--- src/rtl/smt_fetch_unit.sv ---
// Round-robin instruction fetch initiator for a multi-threaded instruction memory.
// Keeps one slot counter per thread and registers fetched words into a valid/ready stage.
module smt_fetch_unit #(
  parameter int unsigned NUM_THREADS      = 5,
  parameter int unsigned SLOTS_PER_THREAD = 100,
  parameter int unsigned ADDR_W           = 9,
  parameter int unsigned DATA_W           = 32
) (
  input  logic                   clk,
  input  logic                   rst,
  input  logic [NUM_THREADS-1:0] thread_en_i,
  output logic [ADDR_W-1:0]      imem_addr_o,
  input  logic [DATA_W-1:0]      imem_rd_i,
  output logic [DATA_W-1:0]      instr_o,
  output logic [2:0]             tid_o,
  output logic [6:0]             slot_o,
  output logic                   valid_o,
  input  logic                   ready_i,
  input  logic                   redirect_valid_i,
  input  logic [2:0]             redirect_tid_i,
  input  logic [6:0]             redirect_slot_i,
  output logic                   err_o
);

  logic [6:0]        pc_q [NUM_THREADS];
  logic [2:0]        rr_q;
  logic [DATA_W-1:0] instr_q;
  logic [2:0]        tid_q;
  logic [6:0]        slot_q;
  logic              valid_q;
  logic              err_q;

  logic       found;
  logic [2:0] sel;
  logic [2:0] rr_next;
  logic [6:0] pc_sel;
  logic [6:0] pc_inc;
  logic       any_en;
  logic       advance;
  logic       redirect_ok;
  logic       fetch;
  logic       squash;

  // First enabled thread at or after rr_q; falls back to rr_q when none is enabled.
  always_comb begin
    sel   = rr_q;
    found = 1'b0;
    for (int i = 0; i < NUM_THREADS; i++) begin
      int idx;
      idx = (int'(rr_q) + i) % NUM_THREADS;
      if (!found && thread_en_i[idx]) begin
        sel   = 3'(idx);
        found = 1'b1;
      end
    end
  end

  assign any_en      = |thread_en_i;
  assign pc_sel      = pc_q[sel];
  assign pc_inc      = (32'(pc_sel) == SLOTS_PER_THREAD - 1) ? 7'd0 : pc_sel + 7'd1;
  assign rr_next     = (32'(sel) == NUM_THREADS - 1) ? 3'd0 : sel + 3'd1;
  assign imem_addr_o = ADDR_W'(32'(sel) * SLOTS_PER_THREAD + 32'(pc_sel));

  assign advance     = !valid_q || ready_i;
  assign redirect_ok = redirect_valid_i && (32'(redirect_tid_i) < NUM_THREADS) &&
                       (32'(redirect_slot_i) < SLOTS_PER_THREAD);
  // A redirect hitting the selected thread suppresses its fetch so the new slot is used next.
  assign fetch       = advance && any_en && !(redirect_ok && redirect_tid_i == sel);
  assign squash      = redirect_ok && valid_q && !ready_i && tid_q == redirect_tid_i;

  always_ff @(posedge clk) begin
    if (rst) begin
      for (int t = 0; t < NUM_THREADS; t++) begin
        pc_q[t] <= '0;
      end
      rr_q    <= '0;
      instr_q <= '0;
      tid_q   <= '0;
      slot_q  <= '0;
      valid_q <= 1'b0;
      err_q   <= 1'b0;
    end else begin
      if (redirect_valid_i && !redirect_ok) begin
        err_q <= 1'b1;
      end
      if (fetch) begin
        instr_q  <= imem_rd_i;
        tid_q    <= sel;
        slot_q   <= pc_sel;
        valid_q  <= 1'b1;
        pc_q[sel] <= pc_inc;
        rr_q     <= rr_next;
      end else if (advance || squash) begin
        valid_q <= 1'b0;
      end
      if (redirect_ok) begin
        pc_q[redirect_tid_i] <= redirect_slot_i;
      end
    end
  end

  assign instr_o = instr_q;
  assign tid_o   = tid_q;
  assign slot_o  = slot_q;
  assign valid_o = valid_q;
  assign err_o   = err_q;

endmodule

--- config.mk ---
export PLATFORM = sky130hd
export DESIGN_NAME = smt_fetch_unit
export DESIGN_NICKNAME = d
export VERILOG_FILES = /design/src/rtl/smt_fetch_unit.sv
export SDC_FILE = /design/constraint.sdc
export NUM_CORES = 1
export LEC_CHECK = 0
export ABC_AREA = 1
export CAP_MARGIN = 20
export CORE_AREA = 2 2 112 223
export DETAILED_ROUTE_END_ITERATION = 10
export DIE_AREA = 0 0 114 225
export PLACE_DENSITY_LB_ADDON = 0.2
export SYNTH_ARGS = -nofsm -noshare
export SYNTH_HDL_FRONTEND = slang
export SYNTH_SLANG_ARGS = --single-unit
--- constraint.sdc ---
create_clock -name clk -period 15.93 [get_ports clk]
set_input_delay 1.593 -clock clk [delete_from_list [all_inputs] [get_ports clk]]
set_output_delay 1.593 -clock clk [all_outputs]
set_load 0.01 [all_outputs]
* Yosys cells after proc, flatten, opt, wreduce, memory -nomap -nowiden *
Memories as Yosys holds them, arrays and structs flattened.
Cells that the tools add are included.

storage, ports and cells
  flip-flop bits (word level) = 47
  memories kept = 1
  memory bits (writable) = 35
  output and inout port bits = 53

cells by class
  reductions and logical operators = 27
  add/subtract/negate cells = 7
  $mul = 1
  muxes and demuxes = 42
  div/mod/pow operators = 5
  equal/unequal tests = 4
  order comparisons = 7

memories
  name  depth  bits a word  rd ports  clocked after memory_dff  wr ports  RTL line  RTL
  pc_q  5      7            1         0                         5         25        logic [6:0] pc_q [NUM_THREADS];

operators by type and width
  operator                                                number
  < comparator 32 x 5 -> 1 bit, second input constant     5
  remainder unit 32 x 3 -> 32 bit, second input constant  4
  remainder unit 3 x 3 -> 32 bit, second input constant   1
  2-to-1 mux 1 bit                                        26
  2-to-1 mux 3 bit                                        8
  2-to-1 mux 7 bit                                        3
  binary-select mux 1 bit (select 3 bit)                  5
  OR reduction 7 bit                                      2
  logical AND 1 bit                                       13
  adder 9 x 7 -> 9 bit                                    1
  adder 3 x 2 -> 4 bit, second input constant             2
  logical NOT 1 bit                                       8
  adder 7 x 1 -> 7 bit, second input constant             1
  equality test 7 bit, second input constant              1
  < comparator 7 bit, second input constant               1
  multiplier 3 x 5 -> 7 bit, second input constant        1
  equality test 3 bit                                     2
  OR reduction 5 bit                                      1
  adder 3 x 1 -> 4 bit, second input constant             1
  adder 3 x 3 -> 4 bit, second input constant             1
  adder 3 x 1 -> 3 bit, second input constant             1
  equality test 3 bit, second input constant              1
  < comparator 3 bit, second input constant               1
  logical OR 1 bit                                        2
  nonzero test 2 bit                                      1

* Longest topological paths before layout *
Gate-level depths: netlist of run 1.

  depth in word-level cells = 26
  gate-level depth with buffers = 40
  depth with buffers taken out = 39

* Worst setup path after synthesis of run 1 *
No wires, ideal clock.

  path type = reg-to-output
  start = reg rr_q[0]
  end = out imem_addr_o[8]
  slack = 9.587 ns
  path buffers = 2
  data arrival time = 4.750 ns
  required time = 14.337 ns
  stages on the path, launching flop included = 40
  path through = dfxtp_1 > inv_2 > ha_1 > inv_1 > ha_1 > inv_1 > ha_1 > nor2_1 > nand2_1 > nand2_1 > xor2_1 > ha_1 > inv_1 > nand2_1 > nand2_1 > nand2_1 > nand2_1 > nand2_1 > [4 not listed] > inv_2 > nor2_2 > a21oi_1 > nand2_2 > buf_6 > buf_6 > nand3_1 > nand3_1 > nand3_1 > nand2_2 > ha_1 > inv_1 > fa_1 > o21ai_0 > nand2_1 > nand2_1 > nand2_1 > xor2_1

on the way
  cells in the longest elaborated chain, start to end = 19
  elaborated cells between the ends (all ways) = 44

RTL lines
  item                                                                      RTL line  RTL
  start: declaration                                                        26        logic [2:0] rr_q;
  start signal: assignment                                                  92        rr_q <= rr_next;
  branches (longest 16 deep; another with remainder unit 32 x 3 -> 32 bit)  --
  2-to-1 mux 3 bit (*)                                                      51        if (!found && thread_en_i[idx]) begin
  memory read (5 x 7 bit) (*)                                               --
  named net pc_sel[2]                                                       36        logic [6:0] pc_sel;
  adder 9 x 7 -> 9 bit (*)                                                  62        assign imem_addr_o = ADDR_W'(32'(sel) * SLOTS_PER_THREAD + 32'(pc_sel));
  end: declaration                                                          12        output logic [ADDR_W-1:0] imem_addr_o,

Mark *: on every way through the listed nets, which the timed path passes. The select of a mux whose other input is x is not followed.

* Final worst setup path of run 1 *
Ends and elaborated chain as after synthesis.

==> results of run 1 <==
-- worst paths after layout --
path	start	depth (start not counted)	slack, ps	end
worst min-delay path	instr_o[10]	2	480	instr_o[10]
worst max register to register	rr_q[0]	29	8190	pc_q[5][2]
worst min register to register	instr_o[10]	2	480	instr_o[10]
worst max-delay path	rr_q[0]	36	7000	imem_addr_o[8]
-- cell type report --
class                           count  area, um^2
Timing Repair Buffer              109        1070
Fill cell                        2572       15200
Inverter                          112         423
Sequential cell                   103        2620
Multi-Input combinational cell    738        3780
Tap cell                          287         359
Clock inverter                      6        83.8
Clock buffer                       10         250
Antenna cell                        1        2.50
-- critical path: cells and delay by family (launching register included) --
kind	cells	cell delay, ps
AO/OA/AOI/OAI	2	400
XOR/XNOR	2	420
adder cells (fa/ha/maj)	5	1420
buffers and inverters	5	1060
flip-flops	1	760
AND/OR/NAND/NOR	22	2900
-- routing by layer --
metal / wire, um / global-route usage [%] / up-vias / part of all wire, %
li1: - / - / 3401 / -
met1: 7700 / 16.9 / 2996 / 34
met2: 13600 / 37.7 / 113 / 59
met3: 423 / 2.07 / 54 / 1.8
met4: 1160 / 10.1 / 0 / 5.1
met5: 0 / 0 / - / 0
-- stage by stage --
stage,setup WS (ps),instance area [um^2],utilization (%),hold WS (ps),cells
6_report,7000,8600,36.1,485,1366
3_3_place_gp,7520,8250,34.6,462,1347
4_1_cts,6950,8580,36.0,490,1363
3_5_place_dp,7380,8250,34.6,472,1347
2_1_floorplan,9590,7090,-,502,994
5_1_grt,6140,8600,36.1,506,1366
-- state kept, by name (all words and copies together), names as in the netlist --
register / flops
rr_q: 3
valid_o: 1
instr_o: 32
slot_o: 7
pc_q: 56
tid_o: 3
err_o: 1
-- cell usage in the layout, fill, tap and decap left out, drive strengths merged --
master         count
xnor2              2
nand3            145
o22ai              1
ha                31
nand2            284
diode              1
o41ai              1
nand3b            11
edfxtp            56
inv              115
or2                4
a21oi             31
nand4             12
nor2             115
xor2              14
o211ai             5
clkdlybuf4s50    103
o311a              1
a211oi             3
clkbuf            11
fa                 1
nor3               9
buf                5
o21a               1
dfxtp             47
o21ai             67
bufinv             1
clkinv             2
-- cells by family after synthesis --
logic type               Yosys count  synth area share, %
AO/OA/AOI/OAI                    110                 8.65
XOR/XNOR                          16                 1.98
adder cells (fa/ha/maj)           32                 5.75
buffers and inverters            153                 9.84
flip-flops                       103                 37.0
AND/OR/NAND/NOR                  580                 36.8
==> impl_results.rst, run 1 <==
.. list-table::
   :header-rows: 1

   * - Metric
     - Value
   * - Buffer levels on the longest clock path
     - 2
   * - Fin Clk Skew
     - 12.2 ps
   * - Syn_area_per_cell
     - 7.13 um^2
   * - Final wirelength
     - 22,900 um
   * - Max Transition Viols Final
     - 0
   * - Avg WL per Cell
     - 16.7 um
   * - Worst-margin pin slew
     - 1060 ps
   * - DR iter-0 viols
     - ~310
   * - Sum Neg Setup Slack
     - 0 ps
   * - Highest fanout seen on the critical path
     - 47
   * - Sum of net half-perimeters after detailed placement
     - 18,000 um
   * - Fraction of synthesized cell area taken by the top area cell type
     - 23.7%
   * - Critical path launch point type
     - register
   * - Leading post-synthesis cells by instance count
     - nand2_1, nand3_1, nor2_1, inv_1, o21ai_0
   * - Critical path data required time
     - 14,340 ps
   * - Total vias in the final route
     - roughly 6,600
   * - Layout Area Growth over Synthesis
     - 21.2%
   * - Count of pins on the block boundary
     - 104
   * - Total of flip-flops plus latches after synthesis
     - 103
   * - Highest clock frequency the design can meet
     - 112 MHz
   * - Dominant cells by area after synthesis
     - edfxtp_1, nand2_1, dfxtp_1
   * - Number of flops mapped to enable cells by yosys
     - 56
   * - Placeable core region
     - 23,800 um^2
   * - Global-route wire length before repair
     - between 30,000 and 40,000 um
   * - Cell with the most instances after synthesis
     - nand2_1
   * - Via count of the first global-routing pass
     - about 6,500
   * - Run status
     - completed
   * - Die boundary height
     - 225 um
   * - Final net count
     - 1,156
   * - Pin count of the biggest net entering global routing
     - between 50 and 60
   * - Kind of critical path
     - register to output pin
   * - Clock insertion delay at the later pin of the skew report
     - ~370 ps
   * - Number of hold violations in the final report
     - 0
   * - Yosys Warn Count
     - 0
   * - Post-CTS Setup Bufs
     - 0
   * - Data arrival time of the critical path
     - 7330 ps
   * - Total die area
     - 25,700 um^2
   * - GR Overflow Total
     - 0
   * - Routed Antenna Nets
     - 0
   * - Post-cts repair resize count
     - 0
   * - Critical Path Slowest Stage Cell
     - dfxtp_1
   * - Starting density of the core
     - between 20% and 30%
   * - Mapped Nets
     - 1,077
   * - Post-synthesis cell type with the largest combined area
     - edfxtp_1
   * - Min cycle time layout
     - 8930 ps
   * - Cell occurring most often along the worst timing path
     - nand2_1
   * - Count of H-tree levels built during CTS
     - 3
   * - Number of violations of the max-capacitance limit
     - 0
   * - Clock-pin transition on the worst setup and hold timing paths
     - ~80 ps
   * - Async set or reset register ratio after synthesis
     - 0%
   * - All-layer global routing usage
     - around 18%
   * - Fraction of the cycle the final worst path needs
     - 56.0%
   * - Setup violations, final
     - 0
   * - IO buf count
     - ~100
   * - Width of the die
     - 114 um
   * - Unrepaired setup endpoints after global routing
     - no
   * - Number of placement rows
     - 80
   * - GP Congestion
     - 0.902
   * - DRT Pass-1 Iters
     - 5
   * - Share of layout cells above drive strength 1
     - 8.63%
   * - Crit end category
     - output pin
   * - Quantity of hold-fixing buffers added after cts
     - 0
   * - Worst min-delay path class
     - register to register
   * - Initial antenna violation count
     - 1
   * - Number of different library cells in the post-synthesis netlist
     - between 40 and 50
   * - Vias per inst
     - 4.81
   * - Clock tree from TritonCTS
     - built
   * - Sink Count
     - about 100
   * - Inserted Clock Buffers
     - 9
   * - Syn Inst Count
     - 994
   * - Max incr delay on CP
     - ~760 ps
   * - Sequential share of the synthesized area
     - between 30 and 40%
   * - Most used flip-flop cell after synthesis
     - edfxtp_1
   * - Post-Syn Area
     - 7090 um^2
   * - Post-route DRC violation count
     - 0
   * - Root buffer cell
     - clkbuf_16
   * - Max-slew headroom
     - 28.5%
Power of run 1 is not shown: default switching activity piles up to over one toggle a cycle in this logic, so the estimate is an artifact.
==> run 2: changes to the inputs <==
==> constraint.sdc (replaced) <==
create_clock -name clk -period 7.6 [get_ports clk]
set_input_delay 0.76 -clock clk [delete_from_list [all_inputs] [get_ports clk]]
set_output_delay 0.76 -clock clk [all_outputs]
set_load 0.01 [all_outputs]
==> run 2 against run 1 <==
Net effect: worst setup slack got worse by 6400 ps; non-clock buffer count rose by 17; sequential share of layout area fell by 0.38 points; die area did not move; utilization rose by 0.48 points; hold slack got worse by 2.3 ps; sequential cell count did not move; via count rose by 2.1%; clock skew fell by 2.0 ps; critical path type unchanged.
==> impl_results.rst, run 2 (same netlist as run 1, synthesis figures left out) <==
.. list-table::
   :header-rows: 1

   * - Metric
     - Value
   * - Setup violations, final
     - 0 (unchanged)
   * - Final net count
     - 1,173 (+1.5%)
   * - Beginning of the worst register-to-register path
     - rr_q[1]
   * - Routed length on met1
     - 7830 um (+1.7%)
   * - Root buffer cell
     - clkbuf_16
   * - Unrepaired setup endpoints after global routing
     - no
   * - Total vias in the final route
     - 6,703 (+2.1%)
   * - Sum of net half-perimeters after detailed placement
     - 18,200 um (+1.2%)
   * - Clock-pin transition on the worst setup and hold timing paths
     - 80 ps (about the same)
   * - Avg WL per Cell
     - 16.6 um (-0.80%)
   * - Clock insertion delay at the later pin of the skew report
     - 370 ps (about the same)
   * - Number of cells on the worst hold path
     - 2 (unchanged)
   * - Max Transition Viols Final
     - 0 (unchanged)
   * - Inserted Clock Buffers
     - 9 (unchanged)
   * - Pin count of the biggest net entering global routing
     - 57 (unchanged)
   * - Sink Count
     - 103 (unchanged)
   * - Number of placed instances with taps included
     - 1,361 (+1.0%)
   * - DRT Pass-1 Iters
     - 5 (unchanged)
   * - Placeable core region
     - 23,800 um^2 (unchanged)
   * - Layout Area Growth over Synthesis
     - 22.8%
   * - Fraction of the cycle the final worst path needs
     - 92.5%
   * - Crit end category
     - output pin
   * - Setup slack of the worst register-to-register path
     - 1590 ps (-6600 ps)
   * - Highest clock frequency the design can meet
     - 142 MHz
   * - Run status
     - completed
   * - Kind of critical path
     - register to output pin
   * - Routed Antenna Nets
     - 0 (unchanged)
   * - Final wirelength
     - 23,000 um (+0.43%)
   * - Via count of the first global-routing pass
     - 6,588 (+1.2%)
   * - Endpoint with the worst hold slack
     - instr_o[9]
   * - Sum Neg Setup Slack
     - 0 ps (unchanged)
   * - Share of layout cells above drive strength 1
     - 10.1% (+1.5 points)
   * - Number of violations of the max-capacitance limit
     - 0 (unchanged)
   * - Gate family responsible for the most delay along the worst path
     - simple AND/OR/NAND/NOR gates
   * - Register name with the most flops
     - pc_q
   * - Min cycle time layout
     - 7030 ps
   * - Fin Clk Skew
     - 10.2 ps (-2.03 ps)
   * - Non-filler instance count after layout
     - 1,383 (+1.2%)
   * - Quantity of hold-fixing buffers added after cts
     - 0 (unchanged)
   * - Filler cells
     - 2,621 (+1.9%)
   * - IO buf count
     - 103 (unchanged)
   * - Worst hold path startpoint
     - instr_o[9]
   * - Max incr delay on CP
     - 570 ps (-190 ps)
   * - Number of flip-flops in the largest register
     - 56 (unchanged)
   * - Global-route wire length before repair
     - 35,500 um (-0.52%)
   * - Routed length on met3
     - 583 um (+38%)
   * - Starting density of the core
     - 29.8% (unchanged)
   * - Vias per inst
     - 4.85 (+0.86%)
   * - Count of pins on the block boundary
     - 104 (unchanged)
   * - Critical Path Slowest Stage Cell
     - clkdlybuf4s50_1
   * - GR Overflow Total
     - 0 (unchanged)
   * - Placed Instance Area
     - 8340 um^2 (+1.2%)
   * - Clock tree from TritonCTS
     - built
   * - Buffer and inverter count on the worst path
     - 7 (+2)
   * - Amount of wire on met2 after detailed routing
     - 13,400 um (-1.6%)
   * - Cell occurring most often along the worst timing path
     - nand2_1
   * - Number of hold violations in the final report
     - 0 (unchanged)
   * - Worst-margin pin slew
     - 948 ps (-116 ps)
   * - Final Cell Area
     - 8710 um^2 (+1.3%)
   * - RR Endpoint
     - pc_q[5][3]
   * - Worst min-delay path class
     - register to register
   * - Area of the multi-input gates
     - 3800 um^2 (+0.63%)
   * - Total die area
     - 25,700 um^2 (unchanged)
   * - Top layer reached by signal wires
     - met4
   * - Width of the die
     - 114 um (unchanged)
   * - Critical path launch point type
     - register
   * - Logic depth of the worst register-to-register path
     - 34 (+17%)
   * - Register area
     - 2620 um^2 (about the same)
   * - DR iter-0 viols
     - 308 (-0.96%)
   * - Highest fanout seen on the critical path
     - 11 (-77%)
   * - Post-route DRC violation count
     - 0 (unchanged)
   * - GP Congestion
     - 0.882 (-2.2%)
   * - Data arrival time of the critical path
     - 6270 ps (-1060 ps)
   * - Count of H-tree levels built during CTS
     - 3 (unchanged)
   * - Initial antenna violation count
     - 1 (unchanged)
   * - Leading cell type in the layout, fill and taps excluded
     - nand2_1
   * - Buffer levels on the longest clock path
     - 2 (unchanged)
   * - Number of placement rows
     - 80 (unchanged)
   * - Critical path data required time
     - 6840 ps (-7500 ps)
   * - Die boundary height
     - 225 um (unchanged)
   * - Commonest cells after routing, fill and taps aside
     - nand2_1, nand3_1, nor2_1, clkdlybuf4s50_1, inv_1
   * - All-layer global routing usage
     - 18.3% (-0.16 points)
   * - Max-slew headroom
     - 36.7% (+8.2 points)
==> run 2: changes by cell type in the layout (fill, tap and decap cells not counted), moves of 2 or more <==
cell and change:
inv_6 +2, buf_4 +18, nor3_2 -2, nor3_1 +2, inv_4 +2, inv_2 -2
==> run 2: area by class of cell <==
type / instances / area share, %
Clock inverter: 7 / 0.747
Inverter: 112 / 4.91
Sequential cell: 103 / 30.1
Antenna cell: 1 / 0.0287
Tap cell: 287 / 4.12
Multi-Input combinational cell: 738 / 43.7
Timing Repair Buffer: 126 / 13.8
Clock buffer: 9 / 2.59
==> run 2: worst reg2reg max path, delay by kind of cell (launching register included) <==
kind,cells,cell delay (ps)
xor+xnor,2,380
buf+inv,7,1530
flops,1,390
compound gates,2,290
fa+ha+maj,4,920
simple gates,19,2220
==> run 2: worst max-delay path by stage <==
stage | from | endpoint | slack [ps] | cells after the start
CTS | rr_q[1] | imem_addr_o[8] | 50 | 38
global route | rr_q[1] | imem_addr_o[7] | 30 | 38
finish | rr_q[1] | imem_addr_o[8] | 570 | 37
floorplan | rr_q[0] | imem_addr_o[8] | 2090 | 39
detailed placement | rr_q[1] | imem_addr_o[8] | 480 | 38
global placement | rr_q[1] | imem_addr_o[8] | 570 | 38
==> run 2: timing repair <==
item / 4_1_cts / 5_1_grt
setup buffers: 0 / 4
endpoints found under the setup margin: 0 / 4
gates resized for setup: 0 / 8
hold endpoints to repair: 0 / 0
==> run 2: layer usage <==
layer	vias up	GRT usage, %
met3	48	2.21
li1	3425	-
met2	134	37.1
met5	-	0
met1	3096	16.8
met4	0	10.2
==> run 2: per-stage QoR <==
step           hold WS (ps)  util (%)  setup slack (ps)
5_1_grt                 517      36.6              26.3
2_1_floorplan           502         -              2090
3_5_place_dp            468      35.0               484
6_report                482      36.6               567
3_3_place_gp            461      35.0               568
4_1_cts                 491      36.2              54.9
Power of run 2 is left out for the same reason.
==> run 3: changes to the inputs <==
--- a/config.mk
+++ b/config.mk
@@ -5,11 +5,10 @@
 export SDC_FILE = /design/constraint.sdc
 export NUM_CORES = 1
 export LEC_CHECK = 0
-export ABC_AREA = 1
 export CAP_MARGIN = 20
-export CORE_AREA = 2 2 112 223
+export CORE_AREA = 2 2 111 220
 export DETAILED_ROUTE_END_ITERATION = 10
-export DIE_AREA = 0 0 114 225
+export DIE_AREA = 0 0 113 222
 export PLACE_DENSITY_LB_ADDON = 0.2
 export SYNTH_ARGS = -nofsm -noshare
 export SYNTH_HDL_FRONTEND = slang
==> run 3 against run 2 <==
Net effect: the flow now finishes with violations (design-rule violations); worst setup slack lost 170 ps; via count shrank 14%; first-iteration DRC count shrank 15%; critical endpoint is now imem_addr_o[5].
==> impl_results.rst, run 3 <==
.. list-table::
   :header-rows: 1

   * - Metric
     - Value
   * - Gate family responsible for the most delay along the worst path
     - buffers and inverters
   * - Number of cells on the worst hold path
     - 2 (unchanged)
   * - Max Transition Viols Final
     - 0 (unchanged)
   * - Run status
     - complete, but fails checks
   * - Mapped Nets
     - 783 (-27%)
   * - Leading cell type in the layout, fill and taps excluded
     - clkdlybuf4s50_1
   * - Count of pins on the block boundary
     - 104 (unchanged)
   * - Post-synthesis cell type with the largest combined area
     - edfxtp_1
   * - Data arrival time of the critical path
     - 6440 ps (+170 ps)
   * - Final worst hold slack
     - 454 ps (-27.9 ps)
   * - Layout Area Growth over Synthesis
     - 25.9%
   * - Beginning of the worst register-to-register path
     - rr_q[0]
   * - Number of flip-flops in the largest register
     - 56 (unchanged)
   * - Number of violations of the max-capacitance limit
     - 0 (unchanged)
   * - Initial antenna violation count
     - 0 (-1)
   * - Avg WL per Cell
     - 21.0 um (+27%)
   * - Quantity of hold-fixing buffers added after cts
     - 0 (unchanged)
   * - Most used flip-flop cell after synthesis
     - edfxtp_1
   * - Count of H-tree levels built during CTS
     - 3 (unchanged)
   * - Leading post-synthesis cells by instance count
     - nand2_1, a21oi_1, edfxtp_1, mux2i_1, dfxtp_1
   * - Sum of net half-perimeters after detailed placement
     - 17,600 um (-3.2%)
   * - Syn_area_per_cell
     - 9.86 um^2 (+38%)
   * - Setup violations, final
     - 0 (unchanged)
   * - Min cycle time layout
     - 7200 ps (+165 ps)
   * - Total inserted antenna cells
     - 0 (-1)
   * - Kind of critical path
     - register to output pin
   * - Root buffer cell
     - clkbuf_16
   * - Worst hold path startpoint
     - instr_o[2]
   * - Fraction of the cycle the final worst path needs
     - 94.7% (+2.2 points)
   * - Via count of the first global-routing pass
     - 5,905 (-10%)
   * - Max-slew headroom
     - 45.9% (+9.2 points)
   * - Vias per inst
     - 5.27 (+8.7%)
   * - Routed Antenna Nets
     - 0 (unchanged)
   * - Starting density of the core
     - 29.6% (-0.19 points)
   * - Global-route wire length before repair
     - 34,900 um (-1.5%)
   * - Fin Clk Skew
     - 10.8 ps (+0.621 ps)
   * - IO buf count
     - 103 (unchanged)
   * - Worst-margin pin slew
     - 805 ps (-144 ps)
   * - Final worst-path setup slack
     - 402 ps (-165 ps)
   * - Number of different library cells in the post-synthesis netlist
     - 86 (+100%)
   * - Worst min-delay path class
     - register to register
   * - Highest clock frequency the design can meet
     - 139 MHz (-2.3%)
   * - Final net count
     - 883 (-25%)
   * - Final Cell Area
     - 8680 um^2 (-0.30%)
   * - Share of layout cells above drive strength 1
     - 14.0% (+3.9 points)
   * - Crit end category
     - output pin
   * - GR Overflow Total
     - 0 (unchanged)
   * - Final wirelength
     - 22,900 um (-0.48%)
   * - Pin count of the biggest net entering global routing
     - 61 (+7.0%)
   * - Placed Instance Area
     - 8260 um^2 (-0.97%)
   * - Setup slack of the worst register-to-register path
     - 650 ps (-940 ps)
   * - Post-Syn Area
     - 6900 um^2 (-2.7%)
   * - Yosys Warn Count
     - 0 (unchanged)
   * - Async set or reset register ratio after synthesis
     - 0% (unchanged)
   * - Total vias in the final route
     - 5,734 (-14%)
   * - Number of hold violations in the final report
     - 0 (unchanged)
   * - Clock insertion delay at the later pin of the skew report
     - 370 ps (about the same)
   * - Register name with the most flops
     - pc_q
   * - GP Congestion
     - 0.896 (+1.5%)
   * - Total of flip-flops plus latches after synthesis
     - 103 (unchanged)
   * - Sequential share of the synthesized area
     - 38.0% (+1.0 points)
   * - Sink Count
     - 103 (unchanged)
   * - Number of flops mapped to enable cells by yosys
     - 56 (unchanged)
   * - Max incr delay on CP
     - 600 ps (+30 ps)
   * - Die boundary height
     - 222 um (-1.3%)
   * - Fraction of synthesized cell area taken by the top area cell type
     - 24.4% (+0.66 points)
   * - RR Endpoint
     - pc_q[2][1]
   * - Total die area
     - 25,100 um^2 (-2.2%)
   * - Placeable core region
     - 23,300 um^2 (-2.1%)
   * - Clock-pin transition on the worst setup and hold timing paths
     - 70 ps (about the same)
   * - Cell occurring most often along the worst timing path
     - ha_1
   * - Endpoint with the worst hold slack
     - instr_o[2]
   * - Syn Inst Count
     - 700 (-30%)
   * - Violations in the final reports
     - design-rule violations
   * - Worst-case setup slack after placement
     - 245 ps (-239 ps)
   * - Unrepaired setup endpoints after global routing
     - no
   * - Dominant cells by area after synthesis
     - edfxtp_1, dfxtp_1, mux2i_1
   * - Critical Path Slowest Stage Cell
     - clkdlybuf4s50_1
   * - Inserted Clock Buffers
     - 9 (unchanged)
   * - Number of placement rows
     - 79 (-1.3%)
   * - Width of the die
     - 113 um (-0.88%)
   * - All-layer global routing usage
     - 18.4% (+0.12 points)
   * - Clock tree from TritonCTS
     - built
   * - Buffer levels on the longest clock path
     - 2 (unchanged)
   * - Sum Neg Setup Slack
     - 0 ps (unchanged)
   * - Post-route DRC violation count
     - 4 (+4)
   * - DRT Pass-1 Iters
     - 7 (+2)
   * - Critical path launch point type
     - register
   * - DR iter-0 viols
     - 263 (-15%)
   * - Highest fanout seen on the critical path
     - 10 (-1)
   * - Logic depth of the worst register-to-register path
     - 27 (-21%)
   * - Critical path data required time
     - 6840 ps (about the same)
   * - Buffer and inverter count on the worst path
     - 7 (unchanged)
   * - Cell with the most instances after synthesis
     - nand2_1
   * - Commonest cells after routing, fill and taps aside
     - clkdlybuf4s50_1, nand2_1, a21oi_1, edfxtp_1, mux2i_1
-- run 3: cell types whose count changed after synthesis, moves of 12 or more --
cell,previous run,this run
and2_1,0,12
nand2_2,24,0
inv_2,20,2
mux2i_1,0,55
a22o_1,0,30
nand3_1,136,8
a21oi_1,28,60
xnor2_1,2,16
o21ai_0,57,12
inv_1,91,25
nand2_1,259,90
nor2_1,110,30
-- run 3: area by class of cell --
| cell class | count | area [um^2] |
|---|---|---|
| clock buffer | 11 | 264 |
| clock inverter | 5 | 61.3 |
| fill | 2375 | 14600 |
| inverter | 29 | 114 |
| multi-input combinational | 521 | 3980 |
| sequential | 103 | 2620 |
| tap | 283 | 354 |
| timing repair buffer | 136 | 1290 |
-- run 3: through the flow --
| step | util [%] | std cells |
|---|---|---|
| final | 37.2 | 1088 |
| after global routing | 37.2 | 1088 |
| after CTS | 36.9 | 1086 |
| after detailed placement | 35.4 | 1069 |
| after global placement | 35.4 | 1069 |
| after floorplan | - | 700 |
-- run 3: worst max-delay path by stage --
stage               cells past startpoint  slack [ps]              to     from
floorplan                              31         670  imem_addr_o[8]  rr_q[1]
global placement                       24         290  imem_addr_o[7]  rr_q[2]
detailed placement                     27         250  imem_addr_o[8]  rr_q[0]
CTS                                    29           6  imem_addr_o[7]  rr_q[0]
global route                           31          30  imem_addr_o[8]  rr_q[0]
finish                                 27         400  imem_addr_o[5]  rr_q[0]
-- run 3: logic make-up (layout without fill, tap and decap cells) --
kind of cell | after synthesis | in the layout | synth area share (%)
compound gates | 182 | 182 | 19.6
simple gates | 213 | 213 | 16.1
fa+ha+maj | 32 | 32 | 5.91
buf+inv | 76 | 181 | 5.37
xor+xnor | 26 | 26 | 3.79
mux | 68 | 68 | 11.2
flops | 103 | 103 | 38.0
-- run 3: per-layer routing --
metal | track usage (%) | part of all wire [%] | vias up
met3 | 2.43 | 2.2 | 44
met5 | 0 | 0 | -
met2 | 37.4 | 59 | 116
met1 | 17.6 | 35 | 2807
met4 | 8.34 | 4.0 | 0
li1 | - | - | 2767
-- run 3: timing repair --
action	CTS	global route
gates resized for setup	6	13
setup endpoints to repair	2	4
pin swaps	1	3
setup buffers	1	2
gates cloned	0	0
-- run 3: worst min-delay path: stages (launching register included) --
cell,delay [ps]
dfxtp_1,310
nand2_1,50
a21oi_1,50
Power of run 3 is left out for the same reason.
